`src/rtl/mips_ctrl_pkg.sv`:
```
// Shared encodings for the multicycle MIPS control FSM: states, opcodes,
// datapath mux selects and trap causes.
package mips_ctrl_pkg;

    typedef enum logic [3:0] {
        ST_IDLE     = 4'd0,
        ST_FETCH    = 4'd1,
        ST_DECODE   = 4'd2,
        ST_MEMADR   = 4'd3,
        ST_MEMREAD  = 4'd4,
        ST_MEMWB    = 4'd5,
        ST_MEMWRITE = 4'd6,
        ST_EXECUTE  = 4'd7,
        ST_ALUWB    = 4'd8,
        ST_BRANCH   = 4'd9,
        ST_ADDIEXEC = 4'd10,
        ST_ADDIWB   = 4'd11,
        ST_JUMP     = 4'd12,
        ST_TRAP     = 4'd15
    } state_t;

    localparam logic [5:0] OP_RTYPE = 6'b000000;
    localparam logic [5:0] OP_LW    = 6'b100011;
    localparam logic [5:0] OP_SW    = 6'b101011;
    localparam logic [5:0] OP_BEQ   = 6'b000100;
    localparam logic [5:0] OP_ADDI  = 6'b001000;
    localparam logic [5:0] OP_J     = 6'b000010;

    localparam logic [1:0] SRCB_RT      = 2'b00;
    localparam logic [1:0] SRCB_FOUR    = 2'b01;
    localparam logic [1:0] SRCB_IMM     = 2'b10;
    localparam logic [1:0] SRCB_IMM_SH2 = 2'b11;

    localparam logic [1:0] PCSRC_ALU    = 2'b00;
    localparam logic [1:0] PCSRC_ALUOUT = 2'b01;
    localparam logic [1:0] PCSRC_JUMP   = 2'b10;

    localparam logic [1:0] ALUOP_ADD   = 2'b00;
    localparam logic [1:0] ALUOP_SUB   = 2'b01;
    localparam logic [1:0] ALUOP_FUNCT = 2'b10;

    localparam logic [1:0] CAUSE_NONE    = 2'b00;
    localparam logic [1:0] CAUSE_ILLEGAL = 2'b01;
    localparam logic [1:0] CAUSE_TIMEOUT = 2'b10;

    typedef struct packed {
        logic       pc_en;
        logic       ir_write;
        logic       iord;
        logic       mem_read;
        logic       mem_write;
        logic       reg_write;
        logic       reg_dst;
        logic       mem_to_reg;
        logic       alu_src_a;
        logic [1:0] alu_src_b;
        logic [1:0] alu_op;
        logic [1:0] pc_src;
    } ctrl_t;

    // States that sit on the shared memory port waiting for mem_ready
    function automatic logic is_wait_state(state_t s);
        return (s == ST_FETCH) || (s == ST_MEMREAD) || (s == ST_MEMWRITE);
    endfunction

endpackage

```
`src/rtl/mem_wait_timer.sv`:
```
// Counts stalled cycles in a memory state; flags expiry when the limit is
// reached and memory is still not ready. TIMEOUT_CYCLES=0 never expires.
module mem_wait_timer #(
    parameter int TIMEOUT_CYCLES = 15
) (
    input  logic clk,
    input  logic reset,
    input  logic clear,
    input  logic waiting,
    input  logic mem_ready,
    output logic expired
);
    localparam int W = (TIMEOUT_CYCLES < 1) ? 1 : $clog2(TIMEOUT_CYCLES + 1);
    localparam logic [W-1:0] LIMIT = W'(TIMEOUT_CYCLES);

    logic [W-1:0] cnt;

    // Saturates at LIMIT so a disabled or ignored expiry never wraps
    always_ff @(posedge clk or negedge reset) begin
        if (!reset)
            cnt <= '0;
        else if (clear)
            cnt <= '0;
        else if (waiting && !mem_ready && cnt != LIMIT)
            cnt <= cnt + W'(1);
    end

    assign expired = (TIMEOUT_CYCLES > 0) && waiting && !mem_ready && (cnt == LIMIT);

endmodule

```
`src/rtl/mips_multicycle_ctrl.sv`:
```
// Multicycle MIPS control FSM: sequences fetch/decode/execute/memory/
// writeback, traps on illegal opcodes or memory timeout, counts retires.
module mips_multicycle_ctrl
    import mips_ctrl_pkg::*;
#(
    parameter int TIMEOUT_CYCLES = 15,
    parameter int CNT_W          = 32
) (
    input  logic             clk,
    input  logic             reset,
    input  logic [5:0]       opcode,
    input  logic             zero,
    input  logic             mem_ready,
    output logic             pc_en,
    output logic             ir_write,
    output logic             iord,
    output logic             mem_read,
    output logic             mem_write,
    output logic             reg_write,
    output logic             reg_dst,
    output logic             mem_to_reg,
    output logic             alu_src_a,
    output logic [1:0]       alu_src_b,
    output logic [1:0]       alu_op,
    output logic [1:0]       pc_src,
    output logic [3:0]       state_out,
    output logic             trap,
    output logic [1:0]       trap_cause,
    output logic [CNT_W-1:0] retired
);
    state_t           state_q, state_d;
    logic [1:0]       cause_q;
    logic [CNT_W-1:0] retired_q;
    logic             expired, clear_wait, retire_ev;
    ctrl_t            ctrl;

    mem_wait_timer #(.TIMEOUT_CYCLES(TIMEOUT_CYCLES)) u_wait (
        .clk       (clk),
        .reset     (reset),
        .clear     (clear_wait),
        .waiting   (is_wait_state(state_q)),
        .mem_ready (mem_ready),
        .expired   (expired)
    );

    always_comb begin
        state_d = state_q;
        case (state_q)
            ST_IDLE:     state_d = ST_FETCH;
            ST_FETCH:    if (mem_ready) state_d = ST_DECODE;
                         else if (expired) state_d = ST_TRAP;
            ST_DECODE: begin
                case (opcode)
                    OP_LW, OP_SW: state_d = ST_MEMADR;
                    OP_RTYPE:     state_d = ST_EXECUTE;
                    OP_BEQ:       state_d = ST_BRANCH;
                    OP_ADDI:      state_d = ST_ADDIEXEC;
                    OP_J:         state_d = ST_JUMP;
                    default:      state_d = ST_TRAP;
                endcase
            end
            ST_MEMADR:   state_d = (opcode == OP_SW) ? ST_MEMWRITE : ST_MEMREAD;
            ST_MEMREAD:  if (mem_ready) state_d = ST_MEMWB;
                         else if (expired) state_d = ST_TRAP;
            ST_MEMWRITE: if (mem_ready) state_d = ST_FETCH;
                         else if (expired) state_d = ST_TRAP;
            ST_MEMWB,
            ST_ALUWB,
            ST_BRANCH,
            ST_ADDIWB,
            ST_JUMP:     state_d = ST_FETCH;
            ST_EXECUTE:  state_d = ST_ALUWB;
            ST_ADDIEXEC: state_d = ST_ADDIWB;
            ST_TRAP:     state_d = ST_TRAP;
            default:     state_d = ST_IDLE;
        endcase
    end

    assign clear_wait = (state_d != state_q) && is_wait_state(state_d);
    assign retire_ev  = (state_d == ST_FETCH) &&
                        (state_q inside {ST_MEMWB, ST_MEMWRITE, ST_ALUWB,
                                         ST_BRANCH, ST_ADDIWB, ST_JUMP});

    always_ff @(posedge clk or negedge reset) begin
        if (!reset) begin
            state_q   <= ST_IDLE;
            cause_q   <= CAUSE_NONE;
            retired_q <= '0;
        end else begin
            state_q <= state_d;
            // Only DECODE traps on opcode; every other trap source is a timeout
            if (state_q != ST_TRAP && state_d == ST_TRAP)
                cause_q <= (state_q == ST_DECODE) ? CAUSE_ILLEGAL : CAUSE_TIMEOUT;
            if (retire_ev)
                retired_q <= retired_q + CNT_W'(1);
        end
    end

    always_comb begin
        ctrl = '0;
        case (state_q)
            ST_FETCH: begin
                ctrl.mem_read  = 1'b1;
                ctrl.alu_src_b = SRCB_FOUR;
                ctrl.ir_write  = mem_ready;
                ctrl.pc_en     = mem_ready;
            end
            ST_DECODE:   ctrl.alu_src_b = SRCB_IMM_SH2;
            ST_MEMADR: begin
                ctrl.alu_src_a = 1'b1;
                ctrl.alu_src_b = SRCB_IMM;
            end
            ST_MEMREAD: begin
                ctrl.iord     = 1'b1;
                ctrl.mem_read = 1'b1;
            end
            ST_MEMWB: begin
                ctrl.reg_write  = 1'b1;
                ctrl.mem_to_reg = 1'b1;
            end
            ST_MEMWRITE: begin
                ctrl.iord      = 1'b1;
                ctrl.mem_write = 1'b1;
            end
            ST_EXECUTE: begin
                ctrl.alu_src_a = 1'b1;
                ctrl.alu_src_b = SRCB_RT;
                ctrl.alu_op    = ALUOP_FUNCT;
            end
            ST_ALUWB: begin
                ctrl.reg_write = 1'b1;
                ctrl.reg_dst   = 1'b1;
            end
            ST_BRANCH: begin
                ctrl.alu_src_a = 1'b1;
                ctrl.alu_op    = ALUOP_SUB;
                ctrl.pc_src    = PCSRC_ALUOUT;
                ctrl.pc_en     = zero;
            end
            ST_ADDIEXEC: begin
                ctrl.alu_src_a = 1'b1;
                ctrl.alu_src_b = SRCB_IMM;
            end
            ST_ADDIWB:   ctrl.reg_write = 1'b1;
            ST_JUMP: begin
                ctrl.pc_src = PCSRC_JUMP;
                ctrl.pc_en  = 1'b1;
            end
            default:     ctrl = '0;
        endcase
    end

    assign pc_en      = ctrl.pc_en;
    assign ir_write   = ctrl.ir_write;
    assign iord       = ctrl.iord;
    assign mem_read   = ctrl.mem_read;
    assign mem_write  = ctrl.mem_write;
    assign reg_write  = ctrl.reg_write;
    assign reg_dst    = ctrl.reg_dst;
    assign mem_to_reg = ctrl.mem_to_reg;
    assign alu_src_a  = ctrl.alu_src_a;
    assign alu_src_b  = ctrl.alu_src_b;
    assign alu_op     = ctrl.alu_op;
    assign pc_src     = ctrl.pc_src;
    assign state_out  = state_q;
    assign trap       = (state_q == ST_TRAP);
    assign trap_cause = cause_q;
    assign retired    = retired_q;

endmodule

```
`config.mk`:
```
export PLATFORM = sky130hd
export DESIGN_NAME = mips_multicycle_ctrl
export DESIGN_NICKNAME = d
export VERILOG_FILES = /design/src/rtl/mips_ctrl_pkg.sv /design/src/rtl/mem_wait_timer.sv /design/src/rtl/mips_multicycle_ctrl.sv
export SDC_FILE = /design/constraint.sdc
export NUM_CORES = 1
export LEC_CHECK = 0
export ABC_AREA = 1
export CAP_MARGIN = 20
export CORE_ASPECT_RATIO = 0.75
export CORE_MARGIN = 1
export CORE_UTILIZATION = 51
export DETAILED_ROUTE_END_ITERATION = 6
export PLACE_DENSITY = 0.79
export SLEW_MARGIN = 10
export SYNTH_ARGS = -nofsm -noshare
export SYNTH_HDL_FRONTEND = slang
export SYNTH_SLANG_ARGS = --single-unit
```
`constraint.sdc`:
```
create_clock -name clk -period 4 [get_ports clk]
set_input_delay 1 -clock clk [delete_from_list [all_inputs] [get_ports clk]]
set_output_delay 1 -clock clk [all_outputs]
set_load 0.01 [all_outputs]
```
# Word-level counts from Yosys, hierarchy flattened

Index checks and enable logic that the tools add are counted.

Memories: 0
Memory bits (writable): 0
Register bits after elaboration: 42
Latch bits: 0
Memory bits (read-only): 0

Reductions and logical operators: 22
Mux-type cells: 22
$lt $le $gt $ge: 0
Eq/ne operators: 26
Bitwise operators: 0
Shifts and indexed selects: 0
Divide/modulo/power cells: 0
Multiply operators: 0
Add/subtract/negate cells: 2

Operator list:

| kind                  | number |
|---|---|
| $pmux 4 s9            | 1 |
| $add 32x1->32 const B | 1 |
| $eq 4x4->1 const B    | 8 |
| $eq 4x3->1 const B    | 6 |
| $mux 4                | 6 |
| $pmux 4 s5            | 1 |
| $eq 6x6->1 const B    | 2 |
| $eq 4x1->1 const B    | 2 |
| $eq 4x2->1 const B    | 2 |
| $mux 1                | 8 |
| $ne 4x4->1 const B    | 2 |
| $pmux 2 s2            | 2 |
| $reduce_or 2->1       | 4 |
| $eq 6x2->1 const B    | 1 |
| $eq 6x3->1 const B    | 1 |
| $eq 6x4->1 const B    | 1 |
| $logic_and 1x1->1     | 6 |
| $logic_not 6->1       | 1 |
| $pmux 2 s3            | 1 |
| $reduce_bool 6->1     | 1 |
| $reduce_or 6->1       | 1 |
| $add 4x1->4 const B   | 1 |
| $logic_not 4->1       | 1 |
| $logic_or 1x1->1      | 4 |
| other kinds (7)       | 8 |

# Logic depth before layout (Yosys ltp)

Depth after elaboration: 13
Gate-level depth with buffers: 15
Depth with buffers taken out: 14

# Cells and area by module

Synthesis repeated with hierarchy kept, for this count alone.

Cell total of the unflattened synthesis: 471
Area total of the unflattened synthesis: 3054.2 um^2

Modules (own cells, without submodules):

| module               | cells each | area an instance (um^2) | instances |
|---|---|---|---|
| mips_multicycle_ctrl | 439        | 2817.7                  | 1 |
| mem_wait_timer       | 32         | 236.5                   | 1 |

# Worst setup path before layout

OpenSTA, ideal clock, no wires.

Kind: input port to flip-flop
Start point: in opcode[5]
End point: reg retired_q[0], in the netlist retired[0]
Setup time: 0.117 ns
Data arrival time: 2.275 ns
Cell stages on the path: 13
Path slack: 1.608 ns
Required time: 3.883 ns
Cell sequence: nor2_1 -> nand3_1 -> nand2_1 -> nand2_1 -> nand2_1 -> nand3_2 -> nor2_1 -> nand3_2 -> inv_2 -> nand2_4 -> buf_6 -> nand2_1 -> nand2_1

Word-level cells in the longest chain between the ends: 6

RTL lines:

| item                   | line                       | text |
|---|---|---|
| start: declaration     | mips_multicycle_ctrl.sv:11 | `input logic [5:0] opcode,` |
| $eq 6x6->1             | mips_multicycle_ctrl.sv:53 | `case (opcode)` |
| $reduce_or 2->1        | mips_multicycle_ctrl.sv:53 |  |
| $pmux 4 s5 (*)         | mips_multicycle_ctrl.sv:53 |  |
| $pmux 4 s9 (*)         | mips_multicycle_ctrl.sv:48 | `case (state_q)` |
| net state_d[3]         | mips_multicycle_ctrl.sv:31 | `state_t state_q, state_d;` |
| $eq 4x1->1 (*)         | mips_multicycle_ctrl.sv:80 | `assign retire_ev = (state_d == ST_FETCH) &&` |
| $logic_and 1x1->1 (*)  | mips_multicycle_ctrl.sv:80 |  |
| end signal: assignment | mips_multicycle_ctrl.sv:95 | `retired_q <= retired_q + CNT_W'(1);` |
| end: declaration       | mips_multicycle_ctrl.sv:33 | `logic [CNT_W-1:0] retired_q;` |

Mark *: on every way through the listed nets, which the timed path passes. The rest lies on a longest branch.
A chain may end at the register's enable or synchronous reset.

# Worst setup path after layout

Start point: in mem_ready
End point: out pc_en

Word-level cells in the longest chain between the ends: 1

RTL lines:

| item               | line                        | text |
|---|---|---|
| start: declaration | mips_multicycle_ctrl.sv:13  | `input logic mem_ready,` |
| $pmux 1 s3         | mips_multicycle_ctrl.sv:101 | `case (state_q)` |
| end: declaration   | mips_multicycle_ctrl.sv:14  | `output logic pc_en,` |

No other way between the ends.

==> impl_results.md <==
* Proportion of synthesized chip area in sequential cells at 34.9%
* Register bit count reported by yosys at 42
* Slew Limit Fails at 0
* Bufs on Longest Clock Path at 2
* Antenna violations before repair at 0
* Leakage Power at 0.00194 µW
* Gpl congestion at 0.906
* Cell variety after synth at 26
* Share of final-layout standard cells stronger than drive strength 1 at 7.24%
* Number of fill cells in the layout at 487
* GRT Resource Usage Total at 28.2%
* Leading cell types in the layout, fill and taps excluded: sky130_fd_sc_hd__nand2_1, sky130_fd_sc_hd__clkdlybuf4s50_1, sky130_fd_sc_hd__nand3_1, sky130_fd_sc_hd__nor2_1, sky130_fd_sc_hd__dfrtp_1
* Synth-to-Final Area Change at 25.6%
* Clk sinks at 42
* Hold path start: trap_cause[1]$_DFFE_PN0P_
* R2r startpoint: state_out[1]$_DFF_PN0_
* Standard-cell row count at 23
* Via-per-instance ratio at 5.37
* Synth top area share at 34.9%
* Status: completed
* Count of input and output buffers at 63
* Pin count of the biggest net entering global routing at 43
* Slew margin rel. at 39.5%
* Timing-limited maximum frequency at 311 MHz
* Final Cell Area at 3790 µm²
* Post-route antenna net violation count at 0
* Critical Path Sink Type: output port
* Level count of the clock H-tree at 2
* Post-DP HPWL at 6420 µm
* Largest area contributor in the netlist: sky130_fd_sc_hd__dfrtp_1
* Dpl cell area at 3670 µm²
* Power, Total at 1900 µW
* Leading cell type in the layout, fill and taps excluded: sky130_fd_sc_hd__nand2_1
* Critical path launch point: mem_ready
* Final hold violations at 0
* Setup crit start kind: primary input
* Detailed Route WL at 8250 µm
* Path category of the worst min-delay check: reg2reg
* Flop2flop setup slack at 1560 ps
* Setup TNS Final at 0 ps
* CTS Hold Buffers Added at 0
* Number of buffers created by CTS at 5
* Worst Tran Pin Value at 908 ps
* Number of warnings issued by yosys at 0
* Unrepaired setup endpoints after global routing: no
* Global-route wire length before repair at 13600 µm
* Critical setup path kind: in2out
* Die area at 6220 µm²
* Width of the die at 90.8 µm
* Number of setup violations in the final report at 0
* Capture instance of the worst register-to-register path: retired[8]$_DFFE_PN0P_
* Effective utilization at floorplan at 54.6%
* Clk pin slew, worst setup/hold paths at 80 ps
* Overall overflow remaining after global route at 0
* Worst hold stages at 2
* Number of standard cells after synthesis at 449
* Clock latency reported for the late side of the worst-skew pair at 290 ps
* Final Non-Filler Cells at 586
* Utilization after layout at 68.5%
* Floorplan die height at 68.6 µm
* Count of unresolved DRC violations after routing at 0
* Fraction of the cycle the final worst path needs at 80.4%
* Clk root buf: sky130_fd_sc_hd__clkbuf_8
* Placeable core region at 5530 µm²
* Vias after detailed routing at 3147
* Worst r2r path cells at 8
* I/O pin count at 64
* Syn_nets at 461
* PostCTS Resize Cnt at 0
* Number of diodes at 0
* Number of nets at the end of the flow at 523
* Max IR drop VDD at 0.309 mV
* Placed cell count at 579
* Max-Cap Viols at 0
* Cell area after synthesis at 3010 µm²
* Tmin final at 3220 ps
* Drt initial violations at 252
* Area contributors post-synth: sky130_fd_sc_hd__dfrtp_1, sky130_fd_sc_hd__nand2_1, sky130_fd_sc_hd__nand3_1
* Pre-Repair DR Iteration Count at 5
* Sink of the worst hold path: trap_cause[1]$_DFFE_PN0P_
* WL/cell at 14.1 µm
* Setup Fix Bufs, Post-CTS at 0
* Maximum net fanout on the critical path at 3
* Number of global-route vias before repair at 2730
* Mean instance size in the synthesized netlist at 6.71 µm²
* Required time at the endpoint of the critical path at 3000 ps
* Pwr/cell area at 501 nW/µm²
* Clock tree from TritonCTS: yes
* Data arrival, critical path at 2220 ps
* Clock skew after layout at 5.57 ps
## report_power, final
group	switching (µW)	leakage, µW	internal (µW)	total, µW
clock	141	0.0000573	200	341
sequential	75.6	0.000576	467	543
combinational	663	0.00130	348	1010
## cells in the mapped netlist
| cell | number |
|---|---|
| sky130_fd_sc_hd__nor2_2 | 7 |
| sky130_fd_sc_hd__nand2_2 | 4 |
| sky130_fd_sc_hd__nand2_1 | 155 |
| sky130_fd_sc_hd__o21ai_0 | 1 |
| sky130_fd_sc_hd__xnor2_1 | 11 |
| sky130_fd_sc_hd__buf_4 | 4 |
| sky130_fd_sc_hd__o21bai_1 | 1 |
| sky130_fd_sc_hd__o21ai_1 | 1 |
| sky130_fd_sc_hd__ha_1 | 2 |
| sky130_fd_sc_hd__nand3b_1 | 1 |
| sky130_fd_sc_hd__nor3_1 | 13 |
| sky130_fd_sc_hd__nand3_2 | 4 |
| sky130_fd_sc_hd__clkbuf_1 | 3 |
| sky130_fd_sc_hd__nor2_1 | 55 |
| sky130_fd_sc_hd__nand3_1 | 58 |
| sky130_fd_sc_hd__nand4_1 | 10 |
| sky130_fd_sc_hd__dfrtp_1 | 42 |
| sky130_fd_sc_hd__a21oi_1 | 6 |
| sky130_fd_sc_hd__nor2_4 | 1 |
| sky130_fd_sc_hd__nor3_2 | 1 |
| sky130_fd_sc_hd__inv_2 | 9 |
| sky130_fd_sc_hd__buf_6 | 3 |
| sky130_fd_sc_hd__xor2_1 | 22 |
| sky130_fd_sc_hd__inv_1 | 30 |
| sky130_fd_sc_hd__nor4_1 | 4 |
| sky130_fd_sc_hd__nand2_4 | 1 |
## state kept, by name (all words and copies together), names as in the netlist
register	count
trap_cause	2
u_wait.cnt	4
state_out	4
retired	32
## cell families (layout without fill, tap and decap cells)
group,after synthesis,after routing,synth area share (%)
AO/OA/AOI/OAI,9,9,1.58
adder cells (fa/ha/maj),2,2,0.830
buffers and inverters,49,111,7.35
flip-flops,42,42,34.9
XOR/XNOR,33,33,9.59
AND/OR/NAND/NOR,314,314,45.8
## metal layers
metal	track usage, %	vias up	part of all wire [%]
met2	39.5	129	39
met4	4.96	0	0.67
li1	-	1558	-
met5	0	-	0
met1	44.0	1450	50
met3	6.36	10	9.8
## critical path, stage by stage
cell and delay (ps):
sky130_fd_sc_hd__clkdlybuf4s50_1 500, sky130_fd_sc_hd__nand2_1 100, sky130_fd_sc_hd__nand3_1 90, sky130_fd_sc_hd__clkdlybuf4s50_1 530
## how the worst max path moves through the flow
stage                                         to  slack [ps]  cells past startpoint
final                                      pc_en         780                      4
after global routing                       pc_en         680                      4
after CTS                                  pc_en         780                      4
after detailed placement  retired[8]$_DFFE_PN0P_         780                     13
after global placement                     pc_en         810                      4
after floorplan           retired[0]$_DFFE_PN0P_        1610                     13
## metrics by stage
stage               setup WS [ps]  hold slack (ps)
floorplan                    1610              493
global placement              811              503
detailed placement            783              513
CTS                           782              531
global route                  685              549
finish                        784              529
## final cells by class
type	count	area (µm²)	area share (%)
Clock buffer	6	82.6	2.18
Timing Repair Buffer	65	641	16.9
Clock inverter	1	30.0	0.793
Sequential cell	42	1050	27.8
Multi-Input combinational cell	358	1740	46.0
Inverter	39	146	3.87
Tap cell	75	93.8	2.48
Power figures use the tool's default switching activity.
